<file path="config.mk">
export PLATFORM = sky130hd
export DESIGN_NAME = uart_deserializer
export DESIGN_NICKNAME = d
export VERILOG_FILES = /design/src/rtl/uart_deserializer.sv
export SDC_FILE = /design/constraint.sdc
export NUM_CORES = 1
export LEC_CHECK = 0
export CAP_MARGIN = 20
export CORE_MARGIN = 1
export CORE_UTILIZATION = 38
export DETAILED_ROUTE_END_ITERATION = 8
export PLACE_DENSITY = 0.65
export SKIP_LAST_GASP = 1
export SLEW_MARGIN = 5
export SYNTH_ARGS = -nofsm -noshare
export SYNTH_HDL_FRONTEND = slang
export SYNTH_SLANG_ARGS = --single-unit
</file>
<file path="constraint.sdc">
create_clock -name clk -period 1.53 [get_ports clk]
set_input_delay 0.459 -clock clk [delete_from_list [all_inputs] [get_ports clk]]
set_output_delay 0.459 -clock clk [all_outputs]
set_load 0.01 [all_outputs]
</file>
<file path="src/rtl/uart_deserializer.sv">
`default_nettype none
// +----------------------------------------------------------------------------+
// | Module      : uart_deserializer                                            |
// | Description : Receiver for an idle-high 8N1 serial line. The line passes   |
// |               through a reset-to-1 synchronizer. The recovered byte is     |
// |               presented with a one-cycle valid strobe, and a bad stop bit  |
// |               gives a one-cycle frame_err strobe.                          |
// |               Optional even-parity bit between the data and stop bits is   |
// |               enabled by defining UART_DESERIALIZER_PARITY_EN.             |
// | Revision    : 1.0 - initial release                                        |
// +----------------------------------------------------------------------------+
module uart_deserializer #(
    parameter int CLKS_PER_BIT = 1,
    parameter int SYNC_STAGES  = 2
) (
    input  logic       clk,
    input  logic       rst,
    input  logic       rxd,
    output logic [7:0] data,
    output logic       valid,
    output logic       frame_err,
    output logic       parity_err
);

    // Mid-bit offset of every sample point, measured from the first low cycle.
    localparam int MID = (CLKS_PER_BIT - 1) / 2;
    // Timer must be able to hold CLKS_PER_BIT itself.
    localparam int TW  = $clog2(CLKS_PER_BIT + 1);
    localparam logic [TW-1:0] MID_T   = TW'(MID);
    localparam logic [TW-1:0] BIT_END = TW'(CLKS_PER_BIT);
    localparam logic [TW-1:0] T_ONE   = TW'(1);

    typedef enum logic [2:0] {
        S_IDLE      = 3'd0,
        S_START     = 3'd1,
        S_DATA      = 3'd2,
`ifdef UART_DESERIALIZER_PARITY_EN
        S_PARITY    = 3'd3,
`endif
        S_STOP      = 3'd4,
        S_WAIT_IDLE = 3'd5
    } state_t;

    logic [SYNC_STAGES-1:0] sync_q;
    logic                   rxd_s;
    state_t                 state_q;
    logic [TW-1:0]          timer_q;
    logic [2:0]             bit_idx_q;
    logic [7:0]             shift_q;
    logic [7:0]             data_q;
    logic                   valid_q;
    logic                   frame_err_q;

    generate
        if (SYNC_STAGES == 1) begin : g_sync_one
            // Single-flop synchronizer; idles high out of reset.
            always_ff @(posedge clk or negedge rst) begin
                if (!rst) sync_q <= '1;
                else      sync_q <= rxd;
            end
        end else begin : g_sync_multi
            // Multi-flop synchronizer chain; idles high out of reset.
            always_ff @(posedge clk or negedge rst) begin
                if (!rst) sync_q <= '1;
                else      sync_q <= {sync_q[SYNC_STAGES-2:0], rxd};
            end
        end
    endgenerate

    assign rxd_s = sync_q[SYNC_STAGES-1];

`ifdef UART_DESERIALIZER_PARITY_EN
    logic par_bad_q;
    logic parity_err_q;
`endif

    // Frame FSM: sample each bit at its centre, emit registered one-cycle strobes.
    always_ff @(posedge clk or negedge rst) begin
        if (!rst) begin
            state_q      <= S_IDLE;
            timer_q      <= '0;
            bit_idx_q    <= '0;
            shift_q      <= '0;
            data_q       <= '0;
            valid_q      <= 1'b0;
            frame_err_q  <= 1'b0;
`ifdef UART_DESERIALIZER_PARITY_EN
            par_bad_q    <= 1'b0;
            parity_err_q <= 1'b0;
`endif
        end else begin
            valid_q     <= 1'b0;
            frame_err_q <= 1'b0;
`ifdef UART_DESERIALIZER_PARITY_EN
            parity_err_q <= 1'b0;
`endif
            case (state_q)
                S_IDLE: begin
                    if (!rxd_s) begin
                        // With MID=0 the start bit is already verified here.
                        timer_q   <= T_ONE;
                        bit_idx_q <= '0;
                        state_q   <= (MID == 0) ? S_DATA : S_START;
`ifdef UART_DESERIALIZER_PARITY_EN
                        par_bad_q <= 1'b0;
`endif
                    end
                end
                S_START: begin
                    if (timer_q == MID_T) begin
                        timer_q <= T_ONE;
                        state_q <= rxd_s ? S_IDLE : S_DATA;
                    end else begin
                        timer_q <= timer_q + T_ONE;
                    end
                end
                S_DATA: begin
                    if (timer_q == BIT_END) begin
                        timer_q   <= T_ONE;
                        shift_q   <= {rxd_s, shift_q[7:1]};
                        bit_idx_q <= bit_idx_q + 3'd1;
                        if (bit_idx_q == 3'd7) begin
`ifdef UART_DESERIALIZER_PARITY_EN
                            state_q <= S_PARITY;
`else
                            state_q <= S_STOP;
`endif
                        end
                    end else begin
                        timer_q <= timer_q + T_ONE;
                    end
                end
`ifdef UART_DESERIALIZER_PARITY_EN
                S_PARITY: begin
                    if (timer_q == BIT_END) begin
                        timer_q   <= T_ONE;
                        // Even parity: line bit must equal XOR of the data bits.
                        par_bad_q <= rxd_s ^ (^shift_q);
                        state_q   <= S_STOP;
                    end else begin
                        timer_q <= timer_q + T_ONE;
                    end
                end
`endif
                S_STOP: begin
                    if (timer_q == BIT_END) begin
                        timer_q <= '0;
                        if (rxd_s) begin
                            data_q  <= shift_q;
                            valid_q <= 1'b1;
`ifdef UART_DESERIALIZER_PARITY_EN
                            parity_err_q <= par_bad_q;
`endif
                            state_q <= S_IDLE;
                        end else begin
                            // Framing error wins; data keeps the last good byte.
                            frame_err_q <= 1'b1;
                            state_q     <= S_WAIT_IDLE;
                        end
                    end else begin
                        timer_q <= timer_q + T_ONE;
                    end
                end
                S_WAIT_IDLE: begin
                    // A held-low line (break) must not retrigger a frame.
                    if (rxd_s) state_q <= S_IDLE;
                end
                default: begin
                    state_q <= S_IDLE;
                    timer_q <= '0;
                end
            endcase
        end
    end

    assign data      = data_q;
    assign valid     = valid_q;
    assign frame_err = frame_err_q;
`ifdef UART_DESERIALIZER_PARITY_EN
    assign parity_err = parity_err_q;
`else
    assign parity_err = 1'b0;
`endif

endmodule
`default_nettype wire
</file>
# Yosys cells after proc, flatten, opt, wreduce, memory -nomap -nowiden
# Cells that the tools add are included.
[word_totals]
regBits = 27
input_bits = 3
output_inout_bits = 11
[classes]
reduce_logical = 7
bitwise = 1
muxes = 23
addsub = 2
eq_ne = 11
[ops]
columns = ["op", "n"]
rows = [
  ["3-bit two-way mux", 9],
  ["3-bit case mux with 5 select lines", 1],
  ["2-bit inequality test (second input constant)", 6],
  ["1-bit two-way mux", 10],
  ["3-bit equality test (second input constant)", 3],
  ["3-bit case mux with 2 select lines", 1],
  ["3-bit AND reduction", 2],
  ["6-bit AND reduction", 1],
  ["1-bit case mux with 5 select lines", 1],
  ["2-bit AND reduction", 2],
  ["3-bit by 1-bit adder with 3-bit output (second input constant)", 1],
  ["3-bit by 1-bit equality test with 1-bit output (second input constant)", 1],
  ["3-bit by 2-bit equality test with 1-bit output (second input constant)", 1],
  ["3-bit logical NOT", 1],
  ["2-bit two-way mux", 1],
  ["2-bit nonzero test", 1],
  ["1-bit adder (second input constant)", 1],
  ["1-bit inverter", 1],
]

# Depth between registers and ports, before layout
[logic_depth]
depth_word = 4
mapped_depth = 5
depth_no_buf = 5

# Least setup slack after synthesis
# Ideal clock, no wire load.
[synth_timing]
path_kind = "flip-flop to flip-flop"
from = "register sync_q[1]"
to = "register data_q[0] (netlist: data[0])"
stages_incl_launch_ff = 4
arrival_time_ps = 1222
path_slack_ps = 180
n_path_buf = 0
path_cell_list = "dfstp_2 -> and2b_1 -> nand4b_4 -> mux2_1"
[synth_via]
elab_chain_cells = 1
[synth_rtl]
columns = ["item", "line", "text"]
rows = [
  ["from (decl)", "44", "logic [SYNC_STAGES-1:0] sync_q;"],
  ["from (signal assigned)", "65", "else sync_q <= {sync_q[SYNC_STAGES-2:0], rxd};"],
  ["3-bit AND reduction (no line)", "n/a", ""],
  ["to (signal assigned)", "149", "data_q <= shift_q;"],
  ["to (decl)", "50", "logic [7:0] data_q;"],
]
# No other way between the ends.
# A chain may end at the register's enable or synchronous reset.

# Worst setup path in the final report
[layout_timing]
from = "register data_q[6] (netlist: data[6])"
to = "output data[6]"
[layout_lines]
columns = ["item", "line", "text"]
rows = [
  ["to (decl)", "19", "output logic [7:0] data,"],
]
# No word-level cell between the ends.

==> run_results.csv <==
group,metric,value,unit
critical_path,end_kind,"output pin",
logic_synthesis,synth_ff_type,"dfrtp_1",
global_route,track_usage,0.132,
cells_and_area,area_delta_synth_final,18.7,%
place,dp_hpwl,1330,um
clock_network,insertion_delay,0.32,ns
detailed_routing,dr_total_vias,729,
timing,rsz0062_at_grt,"yes",
floorplanning,initial_core_util,0.415,
global_route,grt_max_degree,16,
timing,finClkSkew,0.00291,ns
detailed_routing,totalWireLength,1870,um
floorplanning,core-area,2850,sq um
critical_path,crit_fanout,2,
floorplanning,die_y,57.8,um
critical_path,start_kind,"flip-flop",
logic_synthesis,syn_inst,88,
cells_and_area,layout-drive-gt1-share,0.284,
timing,fin_crit_sh,0.961,
detailed_routing,drc,0,
logic_synthesis,syn-mean-instance-area,13.5,sq um
power,p_per_area,1820,nW/um^2
clock_network,postCtsHoldBufs,0,
place,placed_cell_area,1360,sq um
floorplanning,rows,19,
logic_synthesis,synth_seq_cells,27,
logic_synthesis,synthArstFlopShare,1.00,
critical_path,critPathBufInv,1,
timing,setup_violations,0,
hold_path,min_path_cells,0,
hold_path,min-delay-start,"sync_q[0]",
detailed_routing,wl_per_cell,13.3,um
floorplanning,io_pins,14,
critical_path,r2r_start,"sync_q[1]",
clock_network,cts-root-buf,"clkbuf_4",
logic_synthesis,synth_nets,93,
timing,min_period,1.47,ns
critical_path,slowest_delay,0.40,ns
cells_and_area,stdcell_area,1410,sq um
clock_network,clkSlewWorstSetupHoldPaths,0.14,ns
critical_path,r2r_cells,3,
logic_synthesis,synth_edf_count,0,
clock_network,cts.path.max_buffers,2,
logic_synthesis,netlist_area,1180,sq um
critical_path,reg2reg_to,"data[0]",
hold_path,worst_hold_path.endpoint,"sync_q[1]",
status,status,"finished clean",
critical_path,crit_cells,1,
clock_network,cts_tree,"yes",
place,io_buffer_count,12,
floorplanning,die_w,57.8,um
job,max_cap_violations,0,
timing,hold_ws,0.367,ns
detailed_routing,vias_per_cell,5.21,
critical_path,path_delay_family,"flip-flops",
cells_and_area,seqCellArea,681,sq um
cells_and_area,diodes,0,
logic_synthesis,ys_warn_count,0,
cells_and_area,multi_input_area,465,sq um
clock_network,cts.sinks,27,
hold_path,worstHoldPathType,"flip-flop to flip-flop",
detailed_routing,drt_first_pass_iters,2,
logic_synthesis,yosysSeqAreaShare,0.572,
clock_network,cts_made_buffers,3,
critical_path,arrival,1.01,ns
power,cellLeakagePower,0.671,nW
clock_network,htree_levels,1,
cells_and_area,fillers,261,
power,power,2.56,mW
global_route,grt_pass1_vias,743,
timing,finalMaxSlewViolations,0,
detailed_routing,postRouteAntennaNets,0,
global_route,grt_pass1_wl,3330,um
detailed_routing,drt_iter0_drc,12,
floorplanning,die_area,3350,sq um
place,place_congestion,0.783,
timing,fmax,0.680,GHz
timing,hold_viol_final,0,
cells_and_area,final_common_cell,"dfrtp_1",
critical_path,path_cells,"dlygate4sd2_1",
cells_and_area,nNetsFinal,115,
critical_path,crit_required,1.07,ns
critical_path,cpMaxStageDelayCell,"dfrtp_1",
cells_and_area,final_cell_mix,"dfrtp_1 (23), mux2_2 (10), dlygate4sd2_1 (9), buf_4 (9), mux2_1 (6)",
power,vdd_ir_drop_max,0.000785,V
global_route,antenna_found_initial,0,
global_route,overflow,0,
critical_path,critPathKind,"flip-flop to output pin",
timing,finalSetupTns,0,ns
logic_synthesis,yosysUniqueCellTypes,33,
critical_path,r2r_slack,0.09,ns
==> cells in the mapped netlist (3+ instances only) <==
cell type	instances	share of area
nor2b_1	3	0.016
mux2_2	10	0.095
mux2_1	6	0.057
a21oi_1	4	0.017
inv_1	4	0.013
dfrtp_1	25	0.53
a22o_1	3	0.022
==> per-layer routing <==
layer / vias up / part of all wire / global-route usage
li1: 350 / - / -
met1: 362 / 0.48 / 0.174
met2: 12 / 0.46 / 0.205
met3: 5 / 0.030 / 0.0223
met4: 0 / 0.029 / 0.0816
met5: - / 0 / 0
==> final cells by class <==
type                    instances  area share
repair buffers                 21       0.125
flip-flops and latches         27       0.484
multi-input cells              52       0.331
clock buffers                   4      0.0187
inverters                       5      0.0133
well taps                      31      0.0276
==> registers in the layout, summed over array words and instances, names as in the netlist <==
| signal | cells |
|---|---|
| frame_err | 1 |
| valid | 1 |
| data | 8 |
| bit_idx_q | 3 |
| shift_q | 8 |
| sync_q | 2 |
| state_q | 3 |
| timer_q | 1 |
==> per-stage QoR <==
step                std cells   util  worst slack [ns]
finish                    140  0.493            0.0601
global route              140  0.493           -0.0190
CTS                       138  0.483            0.0298
detailed placement        134  0.478            0.0481
global placement          134  0.478            0.0590
floorplan                  88      -             0.180
==> how the worst max path moves through the flow <==
| stage | start | endpoint | slack, ns |
|---|---|---|---|
| finish | data[6] | data[6] | 0.06 |
| CTS | sync_q[1] | data[7] | 0.03 |
| global placement | sync_q[1] | data[3] | 0.06 |
| floorplan | sync_q[1] | data[0] | 0.18 |
| detailed placement | sync_q[1] | data[7] | 0.05 |
| global route | bit_idx_q[0] | state_q[1] | -0.02 |
==> cells by family after synthesis <==
family,synth area share
AOI/OAI and AO/OA,0.0781
xor gates and xnor gates,0.00739
adders and majority gates,0.0211
buffers and inverters,0.0496
DFF,0.572
muxes,0.161
other,0.00316
and+or+nand+nor,0.108
==> power breakdown <==
| group | leakage [nW] | total (mW) | internal, mW | switching (mW) |
|---|---|---|---|---|
| combinational | 0.331 | 1.04 | 0.606 | 0.432 |
| sequential | 0.325 | 1.22 | 1.00 | 0.215 |
| clock | 0.0150 | 0.306 | 0.102 | 0.204 |
| total | 0.671 | 2.56 | 1.71 | 0.852 |
==> what timing repair did <==
action,CTS,global route
cloned,0,1
endpoints found under the setup margin,10,12
buffers inserted,0,1
resized for setup,10,5
Note: power is estimated with default switching activity, not from simulation.
